--- config.mk ---
export PLATFORM = sky130hd
export DESIGN_NAME = sccb_bus_arbiter_flat
export DESIGN_NICKNAME = d
export VERILOG_FILES = /design/src/rtl/sccb_bus_arbiter_pkg.sv /design/src/rtl/sccb_bus_arbiter_if.sv /design/src/rtl/sccb_bus_arbiter_rr_pick.sv /design/src/rtl/sccb_bus_arbiter.sv /design/src/flat_wrapper.sv
export SDC_FILE = /design/constraint.sdc
export NUM_CORES = 1
export LEC_CHECK = 0
export CAP_MARGIN = 15
export CELL_PAD_IN_SITES_DETAIL_PLACEMENT = 1
export CELL_PAD_IN_SITES_GLOBAL_PLACEMENT = 2
export CORE_UTILIZATION = 22
export CTS_BUF_LIST = sky130_fd_sc_hd__clkbuf_4 sky130_fd_sc_hd__clkbuf_8 sky130_fd_sc_hd__clkbuf_16
export DETAILED_ROUTE_END_ITERATION = 12
export GPL_ROUTABILITY_DRIVEN = 1
export MAX_ROUTING_LAYER = met4
export PLACE_DENSITY_LB_ADDON = 0.25
export SKIP_LAST_GASP = 1
export SLEW_MARGIN = 20
export SYNTH_ARGS = -nofsm -noshare
export SYNTH_HDL_FRONTEND = slang
export SYNTH_SLANG_ARGS = --single-unit
export TNS_END_PERCENT = 1
--- constraint.sdc ---
create_clock -name clk -period 2.9 [get_ports clk]
set_clock_uncertainty 0.05 [all_clocks]
set_input_delay 0.87 -clock clk [delete_from_list [all_inputs] [get_ports clk]]
set_output_delay 0.87 -clock clk [all_outputs]
set_load 0.05 [all_outputs]
--- src/rtl/sccb_bus_arbiter_pkg.sv ---
// Shared SCCB definitions for the bus arbiter slice.
//   - transaction word / read byte widths
//   - arbiter FSM state encoding
//   - default requester count and watchdog length
//   - idx_w(): index width helper that never returns 0
package sccb_bus_arbiter_pkg;

    localparam int SCCB_DATA_W      = 24;   // {16-bit reg addr, 8-bit wr data}
    localparam int SCCB_RD_W        = 8;
    localparam int SCCB_NUM_REQ     = 3;
    localparam int SCCB_TIMEOUT_CYC = 2000;

    typedef enum logic [1:0] {
        ST_IDLE  = 2'd0,
        ST_ISSUE = 2'd1,
        ST_WAIT  = 2'd2,
        ST_RESP  = 2'd3
    } sccb_state_e;

    function automatic int idx_w(input int n);
        return (n > 1) ? $clog2(n) : 1;
    endfunction

endpackage

--- src/rtl/sccb_bus_arbiter_if.sv ---
// Requester-side and SCCB-master-side signals of the arbiter.
//   slave  : the arbiter view (takes requests, drives acks and the master)
//   master : the environment view (requesters + SCCB master)
// req_data is packed so requester i sits at bits [i*DATA_W +: DATA_W].
interface sccb_bus_arbiter_if
    import sccb_bus_arbiter_pkg::*;
#(
    parameter int NUM_REQ = SCCB_NUM_REQ,
    parameter int DATA_W  = SCCB_DATA_W
) ();

    logic [NUM_REQ-1:0]             req;
    logic [NUM_REQ-1:0]             req_rd;
    logic [NUM_REQ-1:0][DATA_W-1:0] req_data;
    logic [NUM_REQ-1:0]             ack;
    logic                           ack_err;
    logic [SCCB_RD_W-1:0]           ack_rd_data;
    logic [NUM_REQ-1:0]             gnt;
    logic                           busy;
    logic                           sccb_en;
    logic                           sccb_rd;
    logic [DATA_W-1:0]              sccb_data;
    logic                           sccb_done;
    logic [SCCB_RD_W-1:0]           sccb_rd_data;

    modport slave (
        input  req, req_rd, req_data, sccb_done, sccb_rd_data,
        output ack, ack_err, ack_rd_data, gnt, busy, sccb_en, sccb_rd, sccb_data
    );

    modport master (
        output req, req_rd, req_data, sccb_done, sccb_rd_data,
        input  ack, ack_err, ack_rd_data, gnt, busy, sccb_en, sccb_rd, sccb_data
    );

endinterface

--- src/rtl/sccb_bus_arbiter_rr_pick.sv ---
// sccb_rr_pick: combinational round-robin selector.
//   req      : request vector
//   last_gnt : index of the previous owner; search starts at last_gnt+1
//   found    : at least one request is set
//   idx      : winning index (0 when !found)
//   onehot   : winning one-hot (0 when !found)
module sccb_rr_pick
    import sccb_bus_arbiter_pkg::*;
#(
    parameter int NUM_REQ = SCCB_NUM_REQ,
    parameter int IDX_W   = idx_w(NUM_REQ)
) (
    input  logic [NUM_REQ-1:0] req,
    input  logic [IDX_W-1:0]   last_gnt,
    output logic               found,
    output logic [IDX_W-1:0]   idx,
    output logic [NUM_REQ-1:0] onehot
);

    // Offset k = NUM_REQ wraps back to last_gnt itself, so a lone
    // requester is re-granted every time.
    always_comb begin
        found  = 1'b0;
        idx    = '0;
        onehot = '0;
        for (int k = 1; k <= NUM_REQ; k++) begin
            if (!found && req[IDX_W'((int'(last_gnt) + k) % NUM_REQ)]) begin
                found = 1'b1;
                idx   = IDX_W'((int'(last_gnt) + k) % NUM_REQ);
            end
        end
        if (found) onehot[idx] = 1'b1;
    end

endmodule

--- src/rtl/sccb_bus_arbiter.sv ---
// sccb_bus_arbiter: shares one SCCB master among NUM_REQ requesters.
//   clk, rst_n : 1 MHz clock, async active-low reset
//   bus        : sccb_bus_arbiter_if.slave (req/ack side and SCCB master side)
// Round-robin grant, one transaction in flight. IDLE -> ISSUE (sccb_en pulse)
// -> WAIT (for sccb_done or watchdog) -> RESP (ack pulse) -> IDLE.
// All outputs are registered. NUM_REQ legal 2..8, TIMEOUT_CYC >= 2.
module sccb_bus_arbiter
    import sccb_bus_arbiter_pkg::*;
#(
    parameter int NUM_REQ     = SCCB_NUM_REQ,
    parameter int DATA_W      = SCCB_DATA_W,
    parameter int TIMEOUT_CYC = SCCB_TIMEOUT_CYC
) (
    input  logic             clk,
    input  logic             rst_n,
    sccb_bus_arbiter_if.slave bus
);

    localparam int               IDX_W    = idx_w(NUM_REQ);
    localparam int               CNT_W    = idx_w(TIMEOUT_CYC);
    localparam logic [CNT_W-1:0] CNT_LAST = CNT_W'(TIMEOUT_CYC - 1);
    localparam logic [IDX_W-1:0] LAST_RST = IDX_W'(NUM_REQ - 1);

    sccb_state_e          state;
    logic [IDX_W-1:0]     last_gnt;
    logic [IDX_W-1:0]     owner;
    logic [CNT_W-1:0]     cnt;
    logic [CNT_W-1:0]     cnt_nxt;
    logic                 timeout;

    logic                 pick_found;
    logic [IDX_W-1:0]     pick_idx;
    logic [NUM_REQ-1:0]   pick_oh;

    logic [NUM_REQ-1:0]   ack_q;
    logic                 ack_err_q;
    logic [SCCB_RD_W-1:0] ack_rd_data_q;
    logic [NUM_REQ-1:0]   gnt_q;
    logic                 busy_q;
    logic                 sccb_en_q;
    logic                 sccb_rd_q;
    logic [DATA_W-1:0]    sccb_data_q;

    sccb_rr_pick #(
        .NUM_REQ (NUM_REQ),
        .IDX_W   (IDX_W)
    ) u_pick (
        .req      (bus.req),
        .last_gnt (last_gnt),
        .found    (pick_found),
        .idx      (pick_idx),
        .onehot   (pick_oh)
    );

    // Saturating watchdog. Abort fires on the edge where the counter would
    // step onto TIMEOUT_CYC-1, putting RESP exactly TIMEOUT_CYC cycles
    // after ISSUE.
    assign cnt_nxt = (cnt == CNT_LAST) ? cnt : cnt + CNT_W'(1);
    assign timeout = (cnt_nxt == CNT_LAST);

    always_ff @(posedge clk or negedge rst_n) begin
        if (!rst_n) begin
            state         <= ST_IDLE;
            last_gnt      <= LAST_RST;
            owner         <= '0;
            cnt           <= '0;
            ack_q         <= '0;
            ack_err_q     <= 1'b0;
            ack_rd_data_q <= '0;
            gnt_q         <= '0;
            busy_q        <= 1'b0;
            sccb_en_q     <= 1'b0;
            sccb_rd_q     <= 1'b0;
            sccb_data_q   <= '0;
        end else begin
            // single-cycle pulses
            sccb_en_q <= 1'b0;
            ack_q     <= '0;
            ack_err_q <= 1'b0;
            case (state)
                ST_IDLE: begin
                    // Requester inputs are sampled only here; later changes
                    // to req/req_rd/req_data do not affect this transaction.
                    if (pick_found) begin
                        owner       <= pick_idx;
                        gnt_q       <= pick_oh;
                        busy_q      <= 1'b1;
                        sccb_rd_q   <= bus.req_rd[pick_idx];
                        sccb_data_q <= bus.req_data[pick_idx];
                        sccb_en_q   <= 1'b1;
                        state       <= ST_ISSUE;
                    end
                end
                ST_ISSUE: begin
                    // sccb_done here is a leftover and is ignored
                    cnt   <= '0;
                    state <= ST_WAIT;
                end
                ST_WAIT: begin
                    // ack/err/data are loaded on entry so they are live
                    // during RESP; done wins over a same-cycle abort.
                    if (bus.sccb_done) begin
                        ack_q <= gnt_q;
                        if (sccb_rd_q) ack_rd_data_q <= bus.sccb_rd_data;
                        state <= ST_RESP;
                    end else if (timeout) begin
                        ack_q     <= gnt_q;
                        ack_err_q <= 1'b1;
                        state     <= ST_RESP;
                    end else begin
                        cnt <= cnt_nxt;
                    end
                end
                ST_RESP: begin
                    last_gnt <= owner;
                    gnt_q    <= '0;
                    busy_q   <= 1'b0;
                    state    <= ST_IDLE;
                end
                default: state <= ST_IDLE;
            endcase
        end
    end

    assign bus.ack         = ack_q;
    assign bus.ack_err     = ack_err_q;
    assign bus.ack_rd_data = ack_rd_data_q;
    assign bus.gnt         = gnt_q;
    assign bus.busy        = busy_q;
    assign bus.sccb_en     = sccb_en_q;
    assign bus.sccb_rd     = sccb_rd_q;
    assign bus.sccb_data   = sccb_data_q;

endmodule

--- src/flat_wrapper.sv ---
// flat-port wrapper written by rule: the top's interface ports become plain ports
module sccb_bus_arbiter_flat import sccb_bus_arbiter_pkg::*;
#(
    parameter int NUM_REQ     = SCCB_NUM_REQ,
    parameter int DATA_W      = SCCB_DATA_W,
    parameter int TIMEOUT_CYC = SCCB_TIMEOUT_CYC
)
  (clk, rst_n, bus_req, bus_req_rd, bus_req_data, bus_sccb_done, bus_sccb_rd_data, bus_ack, bus_ack_err, bus_ack_rd_data, bus_gnt, bus_busy, bus_sccb_en, bus_sccb_rd, bus_sccb_data);
  sccb_bus_arbiter_if #(.NUM_REQ(NUM_REQ), .DATA_W(DATA_W)) bus_i ();
  input  logic clk;
  input  logic rst_n;
  input wire logic [$bits(bus_i.req)-1:0] bus_req;
  input wire logic [$bits(bus_i.req_rd)-1:0] bus_req_rd;
  input wire logic [$bits(bus_i.req_data)-1:0] bus_req_data;
  input wire logic [$bits(bus_i.sccb_done)-1:0] bus_sccb_done;
  input wire logic [$bits(bus_i.sccb_rd_data)-1:0] bus_sccb_rd_data;
  output wire logic [$bits(bus_i.ack)-1:0] bus_ack;
  output wire logic [$bits(bus_i.ack_err)-1:0] bus_ack_err;
  output wire logic [$bits(bus_i.ack_rd_data)-1:0] bus_ack_rd_data;
  output wire logic [$bits(bus_i.gnt)-1:0] bus_gnt;
  output wire logic [$bits(bus_i.busy)-1:0] bus_busy;
  output wire logic [$bits(bus_i.sccb_en)-1:0] bus_sccb_en;
  output wire logic [$bits(bus_i.sccb_rd)-1:0] bus_sccb_rd;
  output wire logic [$bits(bus_i.sccb_data)-1:0] bus_sccb_data;
  assign bus_i.req = bus_req;
  assign bus_i.req_rd = bus_req_rd;
  assign bus_i.req_data = bus_req_data;
  assign bus_i.sccb_done = bus_sccb_done;
  assign bus_i.sccb_rd_data = bus_sccb_rd_data;
  assign bus_ack = bus_i.ack;
  assign bus_ack_err = bus_i.ack_err;
  assign bus_ack_rd_data = bus_i.ack_rd_data;
  assign bus_gnt = bus_i.gnt;
  assign bus_busy = bus_i.busy;
  assign bus_sccb_en = bus_i.sccb_en;
  assign bus_sccb_rd = bus_i.sccb_rd;
  assign bus_sccb_data = bus_i.sccb_data;
  sccb_bus_arbiter #(.NUM_REQ(NUM_REQ), .DATA_W(DATA_W), .TIMEOUT_CYC(TIMEOUT_CYC)) u_core (.clk(clk), .rst_n(rst_n), .bus(bus_i));
endmodule
# Word-level counts from Yosys, hierarchy flattened
# Index checks and enable logic that the tools add are counted.
# Widths: inputs -> output; s select.
dict set report word_totals {
  ff_bits 59
  input_bits 89
  word_cells 87
}
dict set report op_classes {
  add_sub_neg 4
  n_div 3
  magnitude_cmp 5
  n_eq_ne 9
  mux 41
  n_reduce_logical 13
}
# op n
set ops {}
lappend ops {{$mod 32x3->32 const B} 3}
lappend ops {{$bmux 24 s2} 1}
lappend ops {{$mux 11} 3}
lappend ops {{$mux 24} 1}
lappend ops {{$eq 11x11->1 const B} 2}
lappend ops {{$pmux 11 s2} 1}
lappend ops {{$mux 1} 17}
lappend ops {{$lt 2x4->1 const B} 3}
lappend ops {{$mux 2} 6}
lappend ops {{$mux 3} 4}
lappend ops {{$add 11x1->11 const B} 1}
lappend ops {{$bmux 1 s2} 4}
lappend ops {{$pmux 2 s4} 1}
lappend ops {{$add 2x2->3 const B} 2}
lappend ops {{$pmux 3 s2} 1}
lappend ops {{$reduce_and 2->1} 3}
lappend ops {{$reduce_and 3->1} 2}
lappend ops {{$eq 2x2->1 const B} 2}
lappend ops {{$ne 2x2->1 const B} 2}
lappend ops {{$reduce_bool 2->1} 2}
lappend ops {{$add 2x1->3 const B} 1}
lappend ops {{$logic_and 1x1->1} 3}
lappend ops {{$lt 2x3->1 const B} 1}
lappend ops {{$ne 3x2->1 const B} 1}
lappend ops {{7 further kinds} 8}

# Logic depth before layout (Yosys ltp)
dict set report logic_depth {
  word_depth 18
  mapped_depth 10
  mapped_depth_nobuf 9
}

# Hierarchy
# Synthesis repeated with hierarchy kept, for this count alone.
dict set report hier_totals {
  hier_cells 373
  hier_area_um2 3392.0
}
# module n_inst cells_per_inst area_each_um2 seq_area_each_um2
set modules_own_cells {}
lappend modules_own_cells {sccb_bus_arbiter 1 334 3134.3 1477.7}
lappend modules_own_cells {sccb_rr_pick 1 39 257.7 0.0}

# Worst setup path after synthesis
# Ideal clock, no wire load.
dict set report synth_timing {
  path_kind {register to register}
  from {register u_core.cnt[1]}
  to {register u_core.state[1]}
  arrival_ns 2.940
  path_slack_ns -0.215
  stages_incl_launch_ff 11
  n_path_buf 2
  synth_period_minus_slack_ns 3.115
  cell_sequence {dfrtp_1 -> ha_1 -> nand3_2 -> or4_1 -> buf_2 -> o31a_1 -> or4_4 -> o31a_1 -> buf_6 -> nor2_1 -> mux2_2}
}
dict set report synth_between {
  elab_chain_len 5
}
# element line_no
set synth_rtl {}
lappend synth_rtl {{start: declaration} sccb_bus_arbiter.sv:27} ;# logic [CNT_W-1:0] cnt;
lappend synth_rtl {{start signal: assignment} sccb_bus_arbiter.sv:111} ;# cnt <= cnt_nxt;
lappend synth_rtl {{$add 11x1->11 / $eq 11x11->1 (equally long branches)} sccb_bus_arbiter.sv:58} ;# assign cnt_nxt = (cnt == CNT_LAST) ? cnt : cnt + CNT_W'(1);
lappend synth_rtl {{$mux 11 *} sccb_bus_arbiter.sv:58}
lappend synth_rtl {{$eq 11x11->1 *} sccb_bus_arbiter.sv:59} ;# assign timeout = (cnt_nxt == CNT_LAST);
lappend synth_rtl {{$ne 3x2->1 (no source line) *} -}
lappend synth_rtl {{$reduce_and 2->1 (no source line) *} -}
lappend synth_rtl {{end signal: assignment} sccb_bus_arbiter.sv:63} ;# state <= ST_IDLE;
lappend synth_rtl {{end signal: assignment} sccb_bus_arbiter.sv:91} ;# state <= ST_ISSUE;
lappend synth_rtl {{end signal: assignment} sccb_bus_arbiter.sv:97} ;# state <= ST_WAIT;
lappend synth_rtl {{end: declaration} sccb_bus_arbiter.sv:24} ;# sccb_state_e state;
# Every way passes the cells marked *; elsewhere a longest branch is shown, timed or not.
# A chain may end at the register's enable or synchronous reset.

# Final worst setup path
dict set report layout_timing {
  from {register u_core.cnt[1]}
  to {register u_core.cnt[10]}
}
dict set report layout_between {
  elab_chain_len 5
}
# element line_no
set layout_rtl {}
lappend layout_rtl {{$add 11x1->11 / $eq 11x11->1 (equally long branches)} sccb_bus_arbiter.sv:58}
lappend layout_rtl {{$mux 11 *} sccb_bus_arbiter.sv:58}
lappend layout_rtl {{$eq 11x11->1 / $mux 11 (equally long branches)} {sccb_bus_arbiter.sv:59, sccb_bus_arbiter.sv:106}}
lappend layout_rtl {{$ne 2x2->1 (no source line) / $mux 11 (equally long branches)} -}
lappend layout_rtl {{$reduce_and 3->1 (no source line) / $pmux 11 s2 (equally long branches)} -}
# Every way passes the cells marked *; elsewhere a longest branch is shown, timed or not. The select of a mux whose other input is x is not followed.

==> load_flow_metrics.sql <==
INSERT INTO impl_metrics (metric_group, metric, value, unit) VALUES
('route', 'routed_wire_length_per_instance', '16.07', 'µm'),
('placement', 'dpl_cell_area', '4969', 'µm²'),
('synth', 'avgSynthCellArea', '9.312', 'µm²'),
('floorplanning', 'design.core.area', '14100', 'µm²'),
('clock_tree', 'htree_levels', '3', ''),
('route', 'detailedRoute.firstPassIterationCount', '4', ''),
('hold_path', 'min_path_type', 'primary input to asynchronous set/reset pin', ''),
('run_status', 'status', 'complete, no violations', ''),
('sta', 'timing.fmax', '352.9', 'MHz'),
('cells_and_area', 'diodes', '0', ''),
('clock_tree', 'cts.root.buffer_cell', 'clkbuf_16', ''),
('power', 'report.power.total', '5.719', 'mW'),
('sta', 'max_slew.worst_pin.slew', '0.5899', 'ns'),
('route', 'drc_markers', '0', ''),
('clock_tree', 'clkSlewWorstSetupHoldPaths', '0.06', 'ns'),
('setup_path', 'reg2reg_from', 'u_core.cnt[1]', ''),
('synth', 'postSynth.asyncResetShare', '100.0', '%'),
('placement', 'routabilityCongestion', '0.8197', ''),
('synth', 'number_of_distinct_standard_cells_referenced_by_the_synthesized_netlist', '55', ''),
('floorplanning', 'io_pins', '131', ''),
('route', 'route.detailed.vias_per_inst', '4.648', ''),
('route', 'drt.antenna.violating_nets', '0', ''),
('global_routing', 'grt-ovfl-total', '0', ''),
('cells_and_area', 'drive_gt1_share', '15.08', '%'),
('synth', 'yosysTopAreaCell', 'dfrtp_1', ''),
('power', 'cellPowerDensity', '1074', 'nW/µm²'),
('sta', 'holdWs', '0.3332', 'ns'),
('floorplanning', 'die-area', '15130', 'µm²'),
('synth', 'ys_warn_count', '0', ''),
('sta', 'rsz0062_at_grt', 'yes', ''),
('synth', 'netlist_instances', '346', ''),
('clock_tree', 'postCtsSetupRepairBufs', '0', ''),
('global_routing', 'antenna_found_initial', '0', ''),
('setup_path', 'critical_path.startpoint', 'u_core.cnt[1]', ''),
('setup_path', 'worst-setup-path-type', 'flip-flop to flip-flop', ''),
('power', 'power.static_leakage', '2.215', 'nW'),
('sta', 'period_utilisation_layout', '97.71', '%'),
('sta', 'finalSetupViolations', '0', ''),
('clock_tree', 'cts_inserted_buffers', '9', ''),
('power', 'power.ir.vdd_worst', '371.2', 'µV'),
('route', 'dr_total_vias', '3179', ''),
('global_routing', 'grtUsageTotal', '16.01', '%'),
('route', 'routed_wl', '10990', 'µm'),
('global_routing', 'grt_first_pass_wirelength', '17550', 'µm'),
('global_routing', 'grt_max_degree', '49', ''),
('synth', 'syn_area', '3222', 'µm²'),
('clock_tree', 'cts_tree', 'yes', ''),
('clock_tree', 'clock_insertion_delay_worst_skew', '0.33', 'ns'),
('placement', 'place.detailed.hpwl', '8631', 'µm'),
('sta', 'max_slew_margin', '60.55', '%'),
('sta', 'slew_violations', '0', ''),
('global_routing', 'grt_pass1_vias', '3379', ''),
('synth', 'top_ff_cell_synth', 'dfrtp_1', ''),
('clock_tree', 'clkSinkCount', '59', ''),
('synth', 'netlist.area_leader.share', '45.05', '%'),
('setup_path', 'timing.critical_path.required', '3.06', 'ns'),
('floorplanning', 'start_util', '22.86', '%'),
('sta', 'post-route-min-period', '2.834', 'ns'),
('synth', 'synth_fp_nets', '443', ''),
('synth', 'post_synth_main_area_contributors', 'dfrtp_1 45%, a22o_1 6.8%, o21ai_0 5.6%', ''),
('sta', 'final.setup.worst_slack', '0.06646', 'ns'),
('placement', 'io_buffer_count', '130', ''),
('cells_and_area', 'fin_nets', '596', ''),
('setup_path', 'worstPathArrival', '2.99', 'ns'),
('setup_path', 'cp-end-kind', 'flip-flop', ''),
('setup_path', 'critical_path_peak_fanout', '5', ''),
('synth', 'synth-seq-area-share', '45.86', '%'),
('route', 'drt_iter0_drc', '87', ''),
('clock_tree', 'cts.path.max_buffers', '2', ''),
('setup_path', 'start_kind', 'flip-flop', ''),
('run', 'maxCapViolCount', '0', ''),
('floorplanning', 'die_x', '123.0', 'µm'),
('cells_and_area', 'flow.area_growth_from_synthesis', '65.32', '%'),
('synth', 'synth-seq-cells', '59', ''),
('synth', 'synth_edf_count', '0', ''),
('floorplanning', 'rows', '43', ''),
('sta', 'hold_viol_final', '0', ''),
('floorplanning', 'fp.dieH', '123.0', 'µm'),
('placement', 'dp_slack', '-0.02784', 'ns'),
('cells_and_area', 'layout.cell_area.non_filler', '5326', 'µm²');
==> critical path, stage by stage (launching register included) <==
cell	delay (ns)
dfrtp_1	0.40
ha_4	0.17
nand3_4	0.07
or4_4	0.51
mux2i_1	0.16
or4_4	0.54
o31a_1	0.35
and3_4	0.21
a221o_1	0.26
==> repair_timing <==
action,in CTS,in global routing
hold buffers,0,0
resized for setup,1,3
setup endpoints to repair,3,12
==> synth_stat cells (all sizes together), types with 4 or more instances <==
cell    number
mux2        11
nor3         5
clkbuf      16
ha           8
o21ai       36
nand3       12
a22o        26
nand2b       4
nand2       40
buf          5
a21oi       34
dfrtp       58
nor2        17
inv         16
==> cells in the final DEF (no fill, tap or decap), types with 3 or more instances in the layout <==
cell	netlist	routed
clkdlybuf4s50_1	0	129
dfrtp_1	58	58
nand2_1	40	40
o21ai_0	36	35
a21oi_1	34	34
buf_4	0	30
a22o_1	25	25
inv_1	16	16
nor2_1	17	14
nand3_1	11	11
mux2_2	11	11
clkbuf_16	0	9
ha_1	8	7
nor3_1	5	5
nand2b_1	4	4
nand4_1	3	3
xnor2_1	3	3
o211ai_1	3	3
a22oi_1	3	3
bufinv_16	0	3
buf_12	0	3
==> power by group <==
group | switching [mW] | internal, mW | leakage [nW]
sequential | 0.192 | 1.14 | 0.753
combinational | 1.93 | 1.19 | 1.29
clock | 0.390 | 0.869 | 0.173
==> registers in the layout, summed over array words and instances (netlist names), 2 cells and up <==
register	cells
u_core.bus.ack	3
u_core.bus.sccb_data	24
u_core.state	2
u_core.cnt	11
u_core.bus.ack_rd_data	8
u_core.bus.gnt	3
u_core.owner	2
u_core.last_gnt	2
==> cell type report <==
cell class | count | area (µm²)
sequential | 59 | 1478
clock inverter | 5 | 100.1
clock buffer | 11 | 246.5
inverter | 16 | 60.06
multi-input combinational | 250 | 1635
timing repair buffer | 163 | 1582
fill | 1654 | 8770
tap | 180 | 225.2
==> through the flow <==
step	setup TNS [ns]	util, %	cells
floorplan	-0.007854	-	346
global placement	0	35.25	668
detailed placement	-0.03860	35.25	668
CTS	0	37.72	684
global route	-0.1593	37.79	684
finish	0	37.79	684
==> metal layers <==
| metal | track usage, % | vias to the layer above | share of wire [%] |
|---|---|---|---|
| li1 | - | 1563 | - |
| met1 | 18.41 | 1508 | 43 |
| met2 | 25.46 | 101 | 47 |
| met3 | 6.642 | 7 | 9.1 |
| met4 | 4.744 | 0 | 1.0 |
| met5 | - | - | 0 |
==> logic make-up after synthesis <==
kind of cell	after synthesis	share of synthesized area, %
and+or+nand+nor	100	15.38
AOI/OAI and AO/OA	124	25.17
DFF	59	45.86
muxes	13	4.466
adders and majority gates	8	3.107
buffers and inverters	37	4.660
xor gates and xnor gates	5	1.359
==> worst paths after layout <==
check                                      endpoint  slack [ns]  cells past startpoint
hold / removal                    u_core.bus.ack[0]        0.33                      1
setup / recovery                     u_core.cnt[10]        0.07                      8
hold reg to reg            u_core.bus.sccb_data[10]        0.43                      2
max in group asynchronous        u_core.last_gnt[1]        1.75                      2
min in group clk           u_core.bus.sccb_data[10]        0.43                      2
setup reg to reg                     u_core.cnt[10]        0.07                      8
No activity file was read; power rests on OpenSTA's default activity.
